## config.mk

```make
export PLATFORM = sky130hd
export DESIGN_NAME = mw_eeprom_ctrl
export DESIGN_NICKNAME = d
export VERILOG_FILES = /design/src/rtl/mw_eeprom_pkg.sv /design/src/rtl/mw_bit_timer.sv /design/src/rtl/mw_eeprom_ctrl.sv
export SDC_FILE = /design/constraint.sdc
export NUM_CORES = 1
export LEC_CHECK = 0
export BUFFER_PORTS_ARGS = -buffer_cell sky130_fd_sc_hd__buf_2
export CORE_MARGIN = 1.5
export CORE_UTILIZATION = 34
export DETAILED_ROUTE_END_ITERATION = 10
export PLACE_DENSITY = 0.56
export SLEW_MARGIN = 20
export SYNTH_ARGS = -nofsm -noshare
export SYNTH_HDL_FRONTEND = slang
export SYNTH_SLANG_ARGS = --single-unit
```

## constraint.sdc

```tcl
create_clock -name clk -period 2.1 [get_ports clk]
set_input_delay 0.315 -clock clk [delete_from_list [all_inputs] [get_ports clk]]
set_output_delay 0.315 -clock clk [all_outputs]
set_load 0.01 [all_outputs]
```

## src/rtl/mw_eeprom_pkg.sv

```systemverilog
// mw_eeprom_pkg: Microwire EEPROM mode/opcode encodings, controller states and frame-length helper
package mw_eeprom_pkg;
    localparam logic [2:0] MODE_EWEN  = 3'd0;
    localparam logic [2:0] MODE_WRITE = 3'd1;
    localparam logic [2:0] MODE_READ  = 3'd2;
    localparam logic [2:0] MODE_EWDS  = 3'd3;
    localparam logic [2:0] MODE_ERASE = 3'd4;

    localparam logic [1:0] OP_CTRL  = 2'b00;
    localparam logic [1:0] OP_WRITE = 2'b01;
    localparam logic [1:0] OP_READ  = 2'b10;
    localparam logic [1:0] OP_ERASE = 2'b11;

    typedef enum logic [1:0] {IDLE, SHIFT, TCS, POLL} state_t;

    function automatic int frame_len(input logic [2:0] mode, input int aw, input int dw);
        return (mode == MODE_WRITE || mode == MODE_READ) ? 3 + aw + dw : 3 + aw;
    endfunction

    function automatic logic [1:0] opcode(input logic [2:0] mode);
        return mode == MODE_WRITE ? OP_WRITE :
               mode == MODE_READ  ? OP_READ  :
               mode == MODE_ERASE ? OP_ERASE : OP_CTRL;
    endfunction
endpackage

```

## src/rtl/mw_bit_timer.sv

```systemverilog
// mw_bit_timer: divides clk into Microwire bit periods, sk low for the first half and high for the second
module mw_bit_timer #(
    parameter int CLK_DIV = 100
) (
    input  logic clk,
    input  logic rst_n,
    input  logic en,
    output logic bit_start,
    output logic sk_rise,
    output logic bit_end,
    output logic sk
);
    localparam int W = $clog2(CLK_DIV);
    localparam logic [W-1:0] HALF = W'(CLK_DIV / 2);
    localparam logic [W-1:0] LAST = W'(CLK_DIV - 1);

    logic [W-1:0] cnt;

    always_ff @(posedge clk) begin
        if (!rst_n || !en)
            cnt <= '0;
        else
            cnt <= cnt == LAST ? '0 : cnt + 1'b1;
    end

    assign bit_start = en && cnt == '0;
    assign sk_rise   = en && cnt == HALF;
    assign bit_end   = en && cnt == LAST;
    assign sk        = en && cnt >= HALF;
endmodule

```

## src/rtl/mw_eeprom_ctrl.sv

```systemverilog
// mw_eeprom_ctrl: 93Cxx Microwire EEPROM controller; define MW_BUSY_TIMEOUT_EN to bound the ready/busy poll
module mw_eeprom_ctrl
    import mw_eeprom_pkg::*;
#(
    parameter int CLK_DIV = 100,
    parameter int ADDR_W  = 7,
    parameter int DATA_W  = 8,
    parameter int TCS_CYC = 100,
    parameter int BUSY_TO = 1000000
) (
    input  logic              clk,
    input  logic              rst_n,
    input  logic              start,
    input  logic [2:0]        mode,
    input  logic [ADDR_W-1:0] addr,
    input  logic [DATA_W-1:0] wdata,
    output logic              rdy,
    output logic [DATA_W-1:0] rdata,
    output logic              rdata_vld,
    output logic              err,
    output logic              cs,
    output logic              sk,
    output logic              mosi,
    input  logic              miso
);
    localparam int L  = 3 + ADDR_W + DATA_W;
    localparam int BW = $clog2(L + 1);
    localparam int TW = $clog2(TCS_CYC + 1);
    localparam logic [BW-1:0] CMD_BITS = BW'(3 + ADDR_W);
    localparam logic [TW-1:0] TCS_LAST = TW'(TCS_CYC - 1);
    localparam logic [ADDR_W-1:0] EWEN_A = {2'b11, {(ADDR_W - 2){1'b0}}};

    state_t            state, nxt;
    logic [2:0]        mode_q;
    logic [L-1:0]      sr;
    logic [DATA_W-1:0] rd_sr;
    logic [BW-1:0]     bit_cnt;
    logic [TW-1:0]     tcs_cnt;
    logic [ADDR_W-1:0] afield;
    logic [DATA_W-1:0] dfield;
    logic              miso_q, en, bit_start, sk_rise, bit_end, to_hit, accept, illegal;

    assign accept  = state == IDLE && start && mode <= MODE_ERASE;
    assign illegal = state == IDLE && start && mode > MODE_ERASE;
    assign afield  = mode == MODE_EWEN ? EWEN_A : mode == MODE_EWDS ? '0 : addr;
    assign dfield  = mode == MODE_WRITE ? wdata : '0;

    mw_bit_timer #(.CLK_DIV(CLK_DIV)) u_timer (
        .clk(clk), .rst_n(rst_n), .en(en),
        .bit_start(bit_start), .sk_rise(sk_rise), .bit_end(bit_end), .sk(sk)
    );

`ifdef MW_BUSY_TIMEOUT_EN
    localparam int OW = $clog2(BUSY_TO + 1);
    localparam logic [OW-1:0] BUSY_LAST = OW'(BUSY_TO - 1);
    logic [OW-1:0] busy_cnt;
    always_ff @(posedge clk) begin
        if (!rst_n || state != POLL)
            busy_cnt <= '0;
        else
            busy_cnt <= busy_cnt + 1'b1;
    end
    assign to_hit = state == POLL && busy_cnt == BUSY_LAST;
`else
    assign to_hit = 1'b0;
`endif

    always_ff @(posedge clk) begin
        if (!rst_n)
            state <= IDLE;
        else
            state <= nxt;
    end

    always_comb begin
        nxt = state;
        case (state)
            IDLE:    nxt = accept ? SHIFT : IDLE;
            SHIFT:   nxt = bit_end && bit_cnt == BW'(frame_len(mode_q, ADDR_W, DATA_W)) ? TCS : SHIFT;
            TCS:     nxt = tcs_cnt != TCS_LAST ? TCS :
                           (mode_q == MODE_WRITE || mode_q == MODE_ERASE) ? POLL : IDLE;
            POLL:    nxt = miso_q || to_hit ? IDLE : POLL;
            default: nxt = IDLE;
        endcase
    end

    always_comb begin
        rdy  = state == IDLE;
        cs   = state == SHIFT || state == POLL;
        en   = state == SHIFT;
        mosi = en && sr[L-1];
    end

    // bit_cnt counts bits started, so during bit k (past its first cycle) it holds k+1
    always_ff @(posedge clk) begin
        if (!rst_n) begin
            mode_q    <= '0;
            sr        <= '0;
            rd_sr     <= '0;
            bit_cnt   <= '0;
            tcs_cnt   <= '0;
            miso_q    <= 1'b0;
            rdata     <= '0;
            rdata_vld <= 1'b0;
            err       <= 1'b0;
        end else begin
            miso_q    <= miso;
            rdata_vld <= 1'b0;
            err       <= illegal || to_hit;
            tcs_cnt   <= state == TCS ? tcs_cnt + 1'b1 : '0;
            if (accept) begin
                mode_q  <= mode;
                sr      <= {1'b1, opcode(mode), afield, dfield};
                bit_cnt <= '0;
            end
            if (bit_start)
                bit_cnt <= bit_cnt + 1'b1;
            if (bit_end)
                sr <= sr << 1;
            if (sk_rise && mode_q == MODE_READ && bit_cnt > CMD_BITS)
                rd_sr <= {rd_sr[DATA_W-2:0], miso};
            if (state == TCS && nxt == IDLE && mode_q == MODE_READ) begin
                rdata     <= rd_sr;
                rdata_vld <= 1'b1;
            end
        end
    end
endmodule

```

# Yosys cells after proc, flatten, opt, wreduce, memory -nomap -nowiden
# Cells that the tools add are included.
dict set report word_totals {
  ff_bits 61
  elab_cells 80
  out_inout_bits 14
  inputBits 22
}
dict set report classes {
  order_cmp 4
  n_reduce_logical 28
  bitwise 1
  addsub 3
  n_mux 18
  n_eq_ne 14
}
# op n
set ops {}
lappend ops {{two-way mux 18 bit} 2}
lappend ops {{two-way mux 5 bit} 3}
lappend ops {{adder 7 x 1 -> 7 bit (second input constant)} 2}
lappend ops {{two-way mux 2 bit} 7}
lappend ops {{two-way mux 7 bit} 2}
lappend ops {{logical AND 1 bit} 13}
lappend ops {{== test 3 x 2 -> 1 bit (second input constant)} 3}
lappend ops {{two-way mux 8 bit} 1}
lappend ops {{one-hot mux 2 bit (4 select lines)} 1}
lappend ops {{== test 7 x 6 -> 1 bit (second input constant)} 1}
lappend ops {{== test 7 bit (second input constant)} 1}
lappend ops {{greater-or-equal comparator 7 x 6 -> 1 bit (second input constant)} 1}
lappend ops {{logical NOT 7 bit} 1}
lappend ops {{!= test 7 bit (second input constant)} 1}
lappend ops {{== test 3 x 1 -> 1 bit (second input constant)} 2}
lappend ops {{== test 3 bit (second input constant)} 2}
lappend ops {{adder 5 x 1 -> 5 bit (second input constant)} 1}
lappend ops {{== test 5 bit} 1}
lappend ops {{greater-than comparator 5 x 4 -> 1 bit (second input constant)} 1}
lappend ops {{== test 2 bit (second input constant)} 2}
lappend ops {{logical NOT 2 bit} 2}
lappend ops {{logical OR 1 bit} 4}
lappend ops {{nonzero test 2 bit} 2}
lappend ops {{OR reduction 2 bit} 2}
lappend ops {{8 further kinds} 10}

# Depth between registers and ports, before layout
# Gate-level depths: netlist of run 1.
dict set report logic_depth {
  ltp_word 11
  mapped_depth 8
  mapped_depth_nobuf 7
}

# Hierarchy
# From an unflattened synthesis of run 1, not the netlist that was laid out.
dict set report hier_totals {
  hier_cells 313
  hier_area_um2 2796.4
}
# mod area_per_inst_um2 instances seq_area_each_um2 cells_per_inst
set modules_own_cells {}
lappend modules_own_cells {mw_eeprom_ctrl 2421.1 1 1081.0 269}
lappend modules_own_cells {mw_bit_timer 375.4 1 140.1 44}

# Least setup slack after synthesis of run 1
# Ideal clock, no wire load.
dict set report synth_path {
  kind {register to register}
  from {register state[1]}
  to {register bit_cnt[3]}
  stages_incl_launch_ff 7
  setup_ps 70
  arrival_time_ps 2047
  t_required_ps 2030
  slack_ps -17
  period_less_slack_ps 2117
  n_path_buf 2
  cell_sequence {dfxtp_1 -> buf_6 -> or4b_4 -> or4_1 -> buf_2 -> or3_1 -> a21boi_1}
}
dict set report synth_between {
  elab_chain_cells 4
  word_cells_on_any_way 7
  classes_between {1 x eq/ne; 1 x mux; 5 x reduce/logical}
}
# element line_no
set synth_rtl {}
lappend synth_rtl {{start, declared} mw_eeprom_ctrl.sv:33} ;# state_t state, nxt;
lappend synth_rtl {{start signal, assigned} mw_eeprom_ctrl.sv:72} ;# state <= nxt;
lappend synth_rtl {{logical NOT 2 bit} mw_eeprom_ctrl.sv:43} ;# assign accept = state == IDLE && start && mode <= MODE_ERASE;
lappend synth_rtl {{logical AND 1 bit (2 in a row)} mw_eeprom_ctrl.sv:43}
lappend synth_rtl {{nonzero test 2 bit (no line)} --}
lappend synth_rtl {{end signal, assigned} mw_eeprom_ctrl.sv:117} ;# bit_cnt <= bit_cnt + 1'b1;
lappend synth_rtl {{end, declared} mw_eeprom_ctrl.sv:37} ;# logic [BW-1:0] bit_cnt;
# Parallel ways exist; a longest one is shown, timed or not.
# A chain may end at the register's enable or synchronous reset.

# Final worst setup path of run 1
dict set report layout_path {
  from {register u_timer.cnt[2]}
  to {register bit_cnt[4]}
}
dict set report layout_between {
  elab_chain_cells 3
  word_cells_on_any_way 4
  classes_between {1 x mux; 3 x reduce/logical}
}
# element line_no
set layout_rtl {}
lappend layout_rtl {{start, declared} mw_bit_timer.sv:17} ;# logic [W-1:0] cnt;
lappend layout_rtl {{start signal, assigned} mw_bit_timer.sv:23} ;# cnt <= cnt == LAST ? '0 : cnt + 1'b1;
lappend layout_rtl {{logical NOT 7 bit (*)} mw_bit_timer.sv:26} ;# assign bit_start = en && cnt == '0;
lappend layout_rtl {{logical AND 1 bit (*)} mw_bit_timer.sv:26}
lappend layout_rtl {{two-way mux 5 bit or nonzero test 2 bit (tied branches)} --}
# Mark *: on every way between the ends. The rest lies on a longest branch, timed or not.

==> results of run 1 <==
[state kept, by name, indices dropped and copies added (netlist names)]
register,count
rdata,8
rd_sr,8
err,1
tcs_cnt,7
sr,18
mode_q,3
bit_cnt,5
rdata_vld,1
miso_q,1
state,2
u_timer.cnt,7
[routing by layer]
metal | vias to the layer above | GRT usage [%] | share of wire, %
met5 | - | 0 | 0
met4 | 0 | 7.20 | 1.6
met3 | 9 | 3.58 | 3.6
met2 | 28 | 22.9 | 45
met1 | 1042 | 18.8 | 50
li1 | 1154 | - | -
[power by group through the flow]
stage	registers, W	clock network [W]	logic (W)
3_5_place_dp	0.00122	0	0.000190
5_1_grt	0.00120	0.00111	0.000212
2_1_floorplan	0.00122	0	0.000120
3_3_place_gp	0.00122	0	0.000188
4_1_cts	0.00119	0.00106	0.000191
6_report	0.00119	0.00103	0.000190
[per-stage QoR]
stage          power, W  cell area (um^2)  setup WS (ns)
4_1_cts         0.00244              3370         0.0484
2_1_floorplan   0.00134              2770       0.000930
6_report        0.00241              3390          0.106
3_3_place_gp    0.00141              3180          0.118
3_5_place_dp    0.00141              3180         0.0583
5_1_grt         0.00252              3390        0.00171
[critical path: stages, from the launching register on]
cell	delay, ns
dfxtp_1	0.31
or4b_4	0.53
or4_4	0.56
and2_1	0.23
o21ai_0	0.17
a21boi_1	0.08
[placed cells by master, fill, tap and decap left out, drive strengths merged, types with 6 or more instances in the layout]
cell type	netlist	routed
a21boi	17	17
nor2	33	33
nor2b	26	26
xnor2	8	8
dfxtp	61	61
clkbuf	14	11
nand2b	6	6
ha	6	6
nand3	8	8
inv	8	8
buf	2	59
nand2	20	20
o21ai	11	11
mux2i	16	16
a22oi	13	13
[synth_stat cells (all sizes together) (6+ instances only)]
| cell type | count |
|---|---|
| nand2 | 20 |
| dfxtp | 61 |
| ha | 6 |
| nand2b | 6 |
| inv | 8 |
| nor2 | 33 |
| o21ai | 11 |
| mux2i | 16 |
| clkbuf | 14 |
| a21boi | 17 |
| nor2b | 26 |
| nand3 | 8 |
| a22oi | 13 |
| xnor2 | 8 |
[kinds of logic (layout without fill, tap and decap cells)]
| family | Yosys count | count (layout) | synth area share, % |
|---|---|---|---|
| flip-flops | 61 | 61 | 44.2 |
| AND/OR/NAND/NOR | 122 | 122 | 23.6 |
| XOR/XNOR | 12 | 12 | 3.81 |
| buffers and inverters | 24 | 82 | 3.58 |
| adder cells (fa/ha/maj) | 6 | 6 | 2.72 |
| multiplexers | 16 | 16 | 5.80 |
| AO/OA/AOI/OAI | 62 | 62 | 16.3 |
[how the worst max path moves through the flow]
stage	slack (ns)	end	cells after the start	from
6_report	0.11	bit_cnt[4]	5	u_timer.cnt[2]
2_1_floorplan	0.0009	bit_cnt[3]	6	state[1]
4_1_cts	0.05	state[0]	5	mode_q[0]
3_5_place_dp	0.06	state[0]	5	mode_q[0]
5_1_grt	0.002	bit_cnt[4]	5	u_timer.cnt[2]
3_3_place_gp	0.12	state[0]	5	mode_q[0]
[cell type report]
| class | instances | area, um^2 | area share, % |
|---|---|---|---|
| clock inverter | 4 | 48.8 | 1.44 |
| tap | 102 | 128 | 3.77 |
| clock buffer | 11 | 141 | 4.17 |
| timing repair buffer | 59 | 355 | 10.5 |
| inverter | 8 | 30.0 | 0.886 |
| multi-input combinational | 218 | 1470 | 43.2 |
| sequential | 61 | 1220 | 36.0 |
==> flow_summary.json, run 1 <==
{
  "fin_crit_ns": 1.99,
  "min_to": "miso_q",
  "io_pins": 36,
  "rows": 32,
  "wl_per_cell_um": 12.8,
  "grt_pass1_vias": 2116,
  "drt_iter0_drc": 110,
  "tightest_slew_ns": 0.556,
  "cp.required_ns": 2.32,
  "cts_setup_buffers": 0,
  "track_usage_pct": 14.6,
  "path_class": "flop to flop",
  "nNetsFinal": 385,
  "powerDensity_nw_per_um2": 712,
  "synth_area_um2": 2760,
  "combPwrFrac_pct": 7.9,
  "die_x_um": 93.1,
  "core_area_um2": 7810,
  "antenna_found_initial": 0,
  "grt_pass1_wl_mm": 9.74,
  "cts_root_buffer": "clkbuf_8",
  "fin_skew_ns": 0.0118,
  "ant_nets": 0,
  "synthTopCellsByArea": "dfxtp_1, nor2b_1, mux2i_1",
  "switchingPower_w": 0.000570,
  "hold_violations": 0,
  "gp_congestion": 0.807,
  "synthCells": 303,
  "synth_cell_type_count": 44,
  "cts_tree": "yes",
  "fillers": 784,
  "p_clk_share_pct": 42.6,
  "finalMaxSlewViolations": 0,
  "ys_ff_latch": 61,
  "dr.pass1.iters": 4,
  "min_from": "miso",
  "arrival_ns": 2.21,
  "die_area_um2": 8670,
  "p_seq_share_pct": 49.5,
  "outcome": "complete, no violations",
  "setup_viol": 0,
  "reg2reg_slack_ns": 0.11,
  "grt_max_degree": 34,
  "route.detailed.drc": 0,
  "worstPathMaxFanout": 10,
  "htree_levels": 3,
  "reg2regPathDepth": 5,
  "syn-num-nets": 331,
  "overflow": 0,
  "final_util_pct": 43.4,
  "fin_crit_sh_pct": 95.0,
  "synth-edff-count": 0,
  "clk_pin_slew_ns": 0.07,
  "clockBufferDepth": 2,
  "clock.fmax_mhz": 501,
  "synth.avg_cell_area_um2": 9.11,
  "port_buffers": 35,
  "rr_startpoint": "u_timer.cnt[2]",
  "cellInternalPower_w": 0.00184,
  "grt_setup_unrepaired": "false",
  "dp_hpwl_mm": 4.26,
  "drive_above_1_share_pct": 23.8,
  "maxCapViolCount": 0,
  "die_h_um": 93.1,
  "viasPerCell": 4.82,
  "p_leak_nw": 1.32,
  "synth_top_area_share_pct": 44.2,
  "start_util_pct": 35.4,
  "yosysTopAreaCell": "dfxtp_1",
  "clock_sinks": 61,
  "ys.flop_type": "dfxtp_1",
  "worstReg2RegEnd": "bit_cnt[4]",
  "hold_depth": 2,
  "via_count": 2233,
  "critPathCaptureType": "flop",
  "async_flop_share_pct": 0,
  "numCtsBuffers": 9,
  "antenna_cells": 0,
  "clk_latency_ns": 0.34,
  "hold_buffers": 0,
  "irDropWorstVdd_mv": 0.372,
  "min_path_type": "input port to flop",
  "maxSlewHeadroom_pct": 62.9,
  "cts_resized": 0,
  "start_kind": "flop",
  "wl_mm": 5.92,
  "layoutNonFillerInstCount": 463,
  "ys_warn_count": 0,
  "seq_area_frac_synth_pct": 44.2,
  "area_growth_pct": 22.8,
  "tns_ns": 0,
  "switching_share_pct": 23.6,
  "hold-worst-slack_ns": 0.210,
  "dpl.cell_count": 448
}
No activity file was read; power rests on OpenSTA's default activity.
==> run 2: changes to the inputs <==
--- a/config.mk
+++ b/config.mk
@@ -10,6 +10,7 @@
 export CORE_UTILIZATION = 34
 export DETAILED_ROUTE_END_ITERATION = 10
 export PLACE_DENSITY = 0.56
+export SETUP_SLACK_MARGIN = 0.2
 export SLEW_MARGIN = 20
 export SYNTH_ARGS = -nofsm -noshare
 export SYNTH_HDL_FRONTEND = slang
==> flow_summary.json, run 2 (synthesized netlist as in run 1, its figures left out) <==
{
  "grt_setup_unrepaired": "true",
  "fillers": 785,
  "outcome": "complete, no violations",
  "gp_congestion": 0.752,
  "io_pins": 36,
  "hold_buffers": 0,
  "setup_viol": 0,
  "clk_pin_slew_ns": 0.07,
  "drive_above_1_share_pct": 29.5,
  "viasPerCell": 4.85,
  "wl_mm": 6.07,
  "dr.pass1.iters": 4,
  "maxSlewHeadroom_pct": 75.0,
  "critPathCaptureType": "flop",
  "min_path_type": "input port to flop",
  "final_util_pct": 45.2,
  "numCtsBuffers": 9,
  "nNetsFinal": 386,
  "route.detailed.drc": 0,
  "cp.required_ns": 2.37,
  "top_regs": "sr (18), rd_sr (8), rdata (8)",
  "antenna_found_initial": 0,
  "grt_pass1_wl_mm": 9.96,
  "fin_crit_sh_pct": 90.4,
  "p_leak_nw": 1.36,
  "grt_max_degree": 45,
  "die_area_um2": 8670,
  "htree_levels": 3,
  "tns_ns": 0,
  "grt_pass1_vias": 2179,
  "wl_per_cell_um": 13.1,
  "antenna_cells": 0,
  "clk_latency_ns": 0.34,
  "start_util_pct": 35.4,
  "maxCapViolCount": 0,
  "final_cell_mix": "dfxtp_1, buf_2, nor2_1",
  "clockBufferDepth": 2,
  "fin_crit_ns": 1.90,
  "port_buffers": 35,
  "cts_tree": "yes",
  "largest_reg_flops": 18,
  "hold_violations": 0,
  "overflow": 0,
  "rows": 32,
  "start_kind": "flop",
  "ant_nets": 0,
  "die_x_um": 93.1,
  "tightest_slew_ns": 0.375,
  "fin_skew_ns": 0.0109,
  "irDropWorstVdd_mv": 0.296,
  "drt_iter0_drc": 81,
  "track_usage_pct": 14.6,
  "arrival_ns": 2.17,
  "largest-register": "sr",
  "dp_hpwl_mm": 4.07,
  "die_h_um": 93.1,
  "path_class": "flop to flop",
  "finalMaxSlewViolations": 0,
  "final_common_cell": "dfxtp_1",
  "via_count": 2256,
  "clock_sinks": 61,
  "worstPathMaxFanout": 8,
  "cts_root_buffer": "clkbuf_8",
  "core_area_um2": 7810,
  "clock.fmax_mhz": 527,
  "area_growth_pct": 27.7,
  "powerDensity_nw_per_um2": 733
}
[run 2: cell types whose count changed in the layout (fill, tap and decap cells not counted), moves of 3 or more]
cell / delta
dfxtp_1: -6
dfxtp_2: +4
o21ai_0: -4
o21ai_1: +4
nor2_1: -3
nor4_1: -3
[run 2: through the flow]
stage / setup WS, ns / total power (W) / hold WS (ns) / instance area (um^2) / instances
6_report: 0.201 / 0.00258 / 0.223 / 3530 / 465
5_1_grt: 0.148 / 0.00270 / 0.226 / 3530 / 465
4_1_cts: 0.101 / 0.00260 / 0.210 / 3400 / 460
3_5_place_dp: 0.0666 / 0.00140 / 0.439 / 3130 / 441
3_3_place_gp: 0.111 / 0.00140 / 0.426 / 3130 / 441
2_1_floorplan: 0.121 / 0.00134 / 0.413 / 2780 / 303
[run 2: critical path, cell delays in order (launching register included)]
cell and delay (ns):
dfxtp_4 0.36, or4b_4 0.55, or4_4 0.49, or3_1 0.32, a21boi_1 0.12
[run 2: cell type report]
type | count | area [um^2] | share of cell area (%)
clock inverters | 4 | 70.1 | 1.99
flip-flops and latches | 61 | 1230 | 35.0
clock buffers | 12 | 155 | 4.40
multi-input cells | 218 | 1540 | 43.7
well taps | 102 | 128 | 3.62
repair buffers | 60 | 368 | 10.4
inverters | 8 | 30.0 | 0.852
[run 2: final timing paths]
path / startpoint / end / slack, ns / depth (start not counted)
max: state[1] / bit_cnt[4] / 0.20 / 4
min: miso / miso_q / 0.22 / 2
max reg2reg: state[1] / bit_cnt[4] / 0.20 / 4
min reg2reg: u_timer.cnt[0] / u_timer.cnt[0] / 0.43 / 1
[run 2: power breakdown]
group | switching (W) | leakage [nW] | total, W | internal [W]
combinational | 0.000103 | 0.743 | 0.000199 | 0.0000959
sequential | 0.0000192 | 0.497 | 0.00120 | 0.00118
clock | 0.000457 | 0.116 | 0.00119 | 0.000730
[run 2: timing repair]
action | CTS | global route
endpoints found under the setup margin | 15 | 35
buffers inserted | 3 | 4
resized for setup | 3 | 27
gates cloned | 0 | 1
pin swaps | 0 | 1
[run 2: routing by layer]
| layer | wire (um) | vias up | part of all wire (%) | GRT usage [%] |
|---|---|---|---|---|
| met3 | 194 | 7 | 3.2 | 3.98 |
| li1 | - | 1157 | - | - |
| met1 | 2970 | 1063 | 49 | 18.7 |
| met5 | 0 | - | 0 | 0 |
| met4 | 77 | 0 | 1.3 | 5.43 |
| met2 | 2830 | 29 | 47 | 23.4 |
==> run 3: changes to the inputs <==
--- a/config.mk
+++ b/config.mk
@@ -5,11 +5,13 @@
 export SDC_FILE = /design/constraint.sdc
 export NUM_CORES = 1
 export LEC_CHECK = 0
+export ABC_AREA = 1
 export BUFFER_PORTS_ARGS = -buffer_cell sky130_fd_sc_hd__buf_2
 export CORE_MARGIN = 1.5
 export CORE_UTILIZATION = 34
 export DETAILED_ROUTE_END_ITERATION = 10
-export PLACE_DENSITY = 0.56
+export MAX_ROUTING_LAYER = met4
+export PLACE_DENSITY = 0.55
 export SETUP_SLACK_MARGIN = 0.2
 export SLEW_MARGIN = 20
 export SYNTH_ARGS = -nofsm -noshare
==> flow_summary.json, run 3 <==
{
  "arrival_ns": 1.41,
  "cp.required_ns": 1.78,
  "min_to": "miso_q",
  "ant_nets": 0,
  "viasPerCell": 4.54,
  "seq_area_frac_synth_pct": 43.2,
  "p_seq_share_pct": 50.2,
  "switchingPower_w": 0.000602,
  "cts_root_buffer": "clkbuf_8",
  "path_cells": "nand2_1 -> nor2_1 -> nand3_1 -> a31oi_1 -> buf_2",
  "clock.fmax_mhz": 579,
  "nNetsFinal": 454,
  "antenna_cells": 0,
  "area_growth_pct": 16.6,
  "final_area_um2": 3290,
  "switching_share_pct": 25.2,
  "min_path_type": "input port to flop",
  "final_cell_mix": "nand2_1, nor2_1, dfxtp_1",
  "grt_max_degree": 25,
  "io_pins": 36,
  "final_util_pct": 40.5,
  "route.detailed.drc": 0,
  "synthTopCellsByArea": "dfxtp_1, nand2_1, nor2_1",
  "gp_congestion": 0.814,
  "synth_top_area_share_pct": 43.2,
  "clk_latency_ns": 0.33,
  "cellInternalPower_w": 0.00179,
  "via_count": 2432,
  "slowest_delay_ns": 0.38,
  "ys_warn_count": 0,
  "drt_iter0_drc": 84,
  "setup_viol": 0,
  "power_w": 0.00239,
  "ys.flop_type": "dfxtp_1",
  "top_regs": "sr (18), rd_sr (8), rdata (8)",
  "fin_skew_ns": 0.00869,
  "combPwrFrac_pct": 7.5,
  "fin_crit_sh_pct": 82.3,
  "die_area_um2": 8860,
  "maxCapViolCount": 0,
  "drive_above_1_share_pct": 18.8,
  "fin_crit_ns": 1.73,
  "p_clk_share_pct": 42.3,
  "start_util_pct": 34.7,
  "synthCells": 385,
  "die_x_um": 94.1,
  "powerDensity_nw_per_um2": 725,
  "wl_mm": 5.63,
  "clockBufferDepth": 2,
  "dr.pass1.iters": 4,
  "synth-edff-count": 0,
  "maxSlewHeadroom_pct": 64.0,
  "synth.avg_cell_area_um2": 7.33,
  "min_from": "miso",
  "synthTopCellsByCount": "nand2_1, nor2_1, dfxtp_1, inv_1, a31oi_1",
  "worstReg2RegEnd": "rdata[7]",
  "dp_hpwl_mm": 4.05,
  "track_usage_pct": 14.7,
  "grt_setup_unrepaired": "false",
  "antenna_found_initial": 0,
  "yosysTopAreaCell": "dfxtp_1",
  "reg2reg_slack_ns": 0.52,
  "htree_levels": 3,
  "largest_reg_flops": 18,
  "grt_pass1_wl_mm": 9.92,
  "irDropWorstVdd_mv": 0.347,
  "tightest_slew_ns": 0.540,
  "p_leak_nw": 1.44,
  "rows": 33,
  "yosysMostFrequentCell": "nand2_1",
  "pre_cts_slack_ns": 0.495,
  "synth_area_um2": 2820,
  "wl_per_cell_um": 10.5,
  "start_kind": "flop",
  "reg2regPathDepth": 10,
  "tns_ns": 0,
  "clk_pin_slew_ns": 0.07,
  "grt_pass1_vias": 2271,
  "slowest_stage": "dfxtp_2",
  "cts_tree": "yes",
  "overflow": 0,
  "fillers": 847,
  "path_class": "flop to primary output",
  "placed_area_um2": 3100,
  "numCtsBuffers": 9,
  "critPathCaptureType": "primary output",
  "clock_sinks": 61,
  "ys_ff_latch": 61,
  "layout_setup_ws_ns": 0.373,
  "die_h_um": 94.1,
  "hold_violations": 0,
  "syn-num-nets": 413,
  "async_flop_share_pct": 0,
  "core_area_um2": 8130,
  "largest-register": "sr",
  "hold_depth": 3,
  "rr_startpoint": "u_timer.cnt[0]",
  "worstPathMaxFanout": 5,
  "port_buffers": 35,
  "synth_cell_type_count": 32,
  "final_common_cell": "nand2_1",
  "finalMaxSlewViolations": 0,
  "outcome": "complete, no violations",
  "hold_buffers": 0
}
run 3: final cells by class:
class | count | area, um^2 | area share [%]
Timing Repair Buffer | 38 | 198 | 6.00
Multi-Input combinational cell | 273 | 1380 | 41.9
Inverter | 43 | 171 | 5.21
Sequential cell | 61 | 1220 | 37.1
Clock buffer | 9 | 124 | 3.76
Tap cell | 105 | 131 | 3.99
Clock inverter | 7 | 66.3 | 2.01
run 3: through the flow:
step | cells | hold slack, ns
2_1_floorplan | 385 | 0.408
3_3_place_gp | 520 | 0.431
3_5_place_dp | 520 | 0.438
4_1_cts | 536 | 0.165
5_1_grt | 536 | 0.171
6_report | 536 | 0.190
run 3: cells by family after synthesis:
kind of cell               count (synthesis)  synth area share, %
AOI/OAI and AO/OA                         48                 9.48
xor gates and xnor gates                   6                 1.86
adders and majority gates                  6                 2.66
buffers and inverters                     51                 7.89
DFF                                       61                 43.2
and+or+nand+nor                          213                 34.9
run 3: power groups by stage:
stage | Combinational (W) | Clock (W) | Sequential [W]
after floorplan | 0.000126 | 0 | 0.00122
after global placement | 0.000182 | 0 | 0.00122
after detailed placement | 0.000182 | 0 | 0.00122
after CTS | 0.000182 | 0.00105 | 0.00120
after global routing | 0.000202 | 0.00110 | 0.00120
final | 0.000179 | 0.00101 | 0.00120
run 3: how the worst max path moves through the flow:
stage                    from  endpoint  slack [ns]  cells after the start
4_1_cts        u_timer.cnt[4]        sk        0.24                      5
6_report       u_timer.cnt[4]        sk        0.37                      5
5_1_grt        u_timer.cnt[5]        sk        0.21                      5
2_1_floorplan  u_timer.cnt[1]  rdata[7]        0.60                     11
3_3_place_gp   u_timer.cnt[1]  rdata[6]        0.56                     10
3_5_place_dp   u_timer.cnt[0]  rdata[7]        0.49                     10
run 3: repair_timing:
item,4_1_cts,5_1_grt
setup buffers,0,0
setup endpoints to repair,0,1
resized for setup,0,1
run 3: layer usage:
layer | track usage, % | wire (um)
met5 | - | 0
met4 | 4.48 | 36
met3 | 4.85 | 192
met2 | 24.3 | 2680
met1 | 17.0 | 2720
run 3: critical path, delay by kind of cell, from the launching register on:
kind / cells / cell delay (ns)
AO/OA/AOI/OAI: 1 / 0.18
buffers and inverters: 1 / 0.15
AND/OR/NAND/NOR: 3 / 0.38
flip-flops: 1 / 0.38
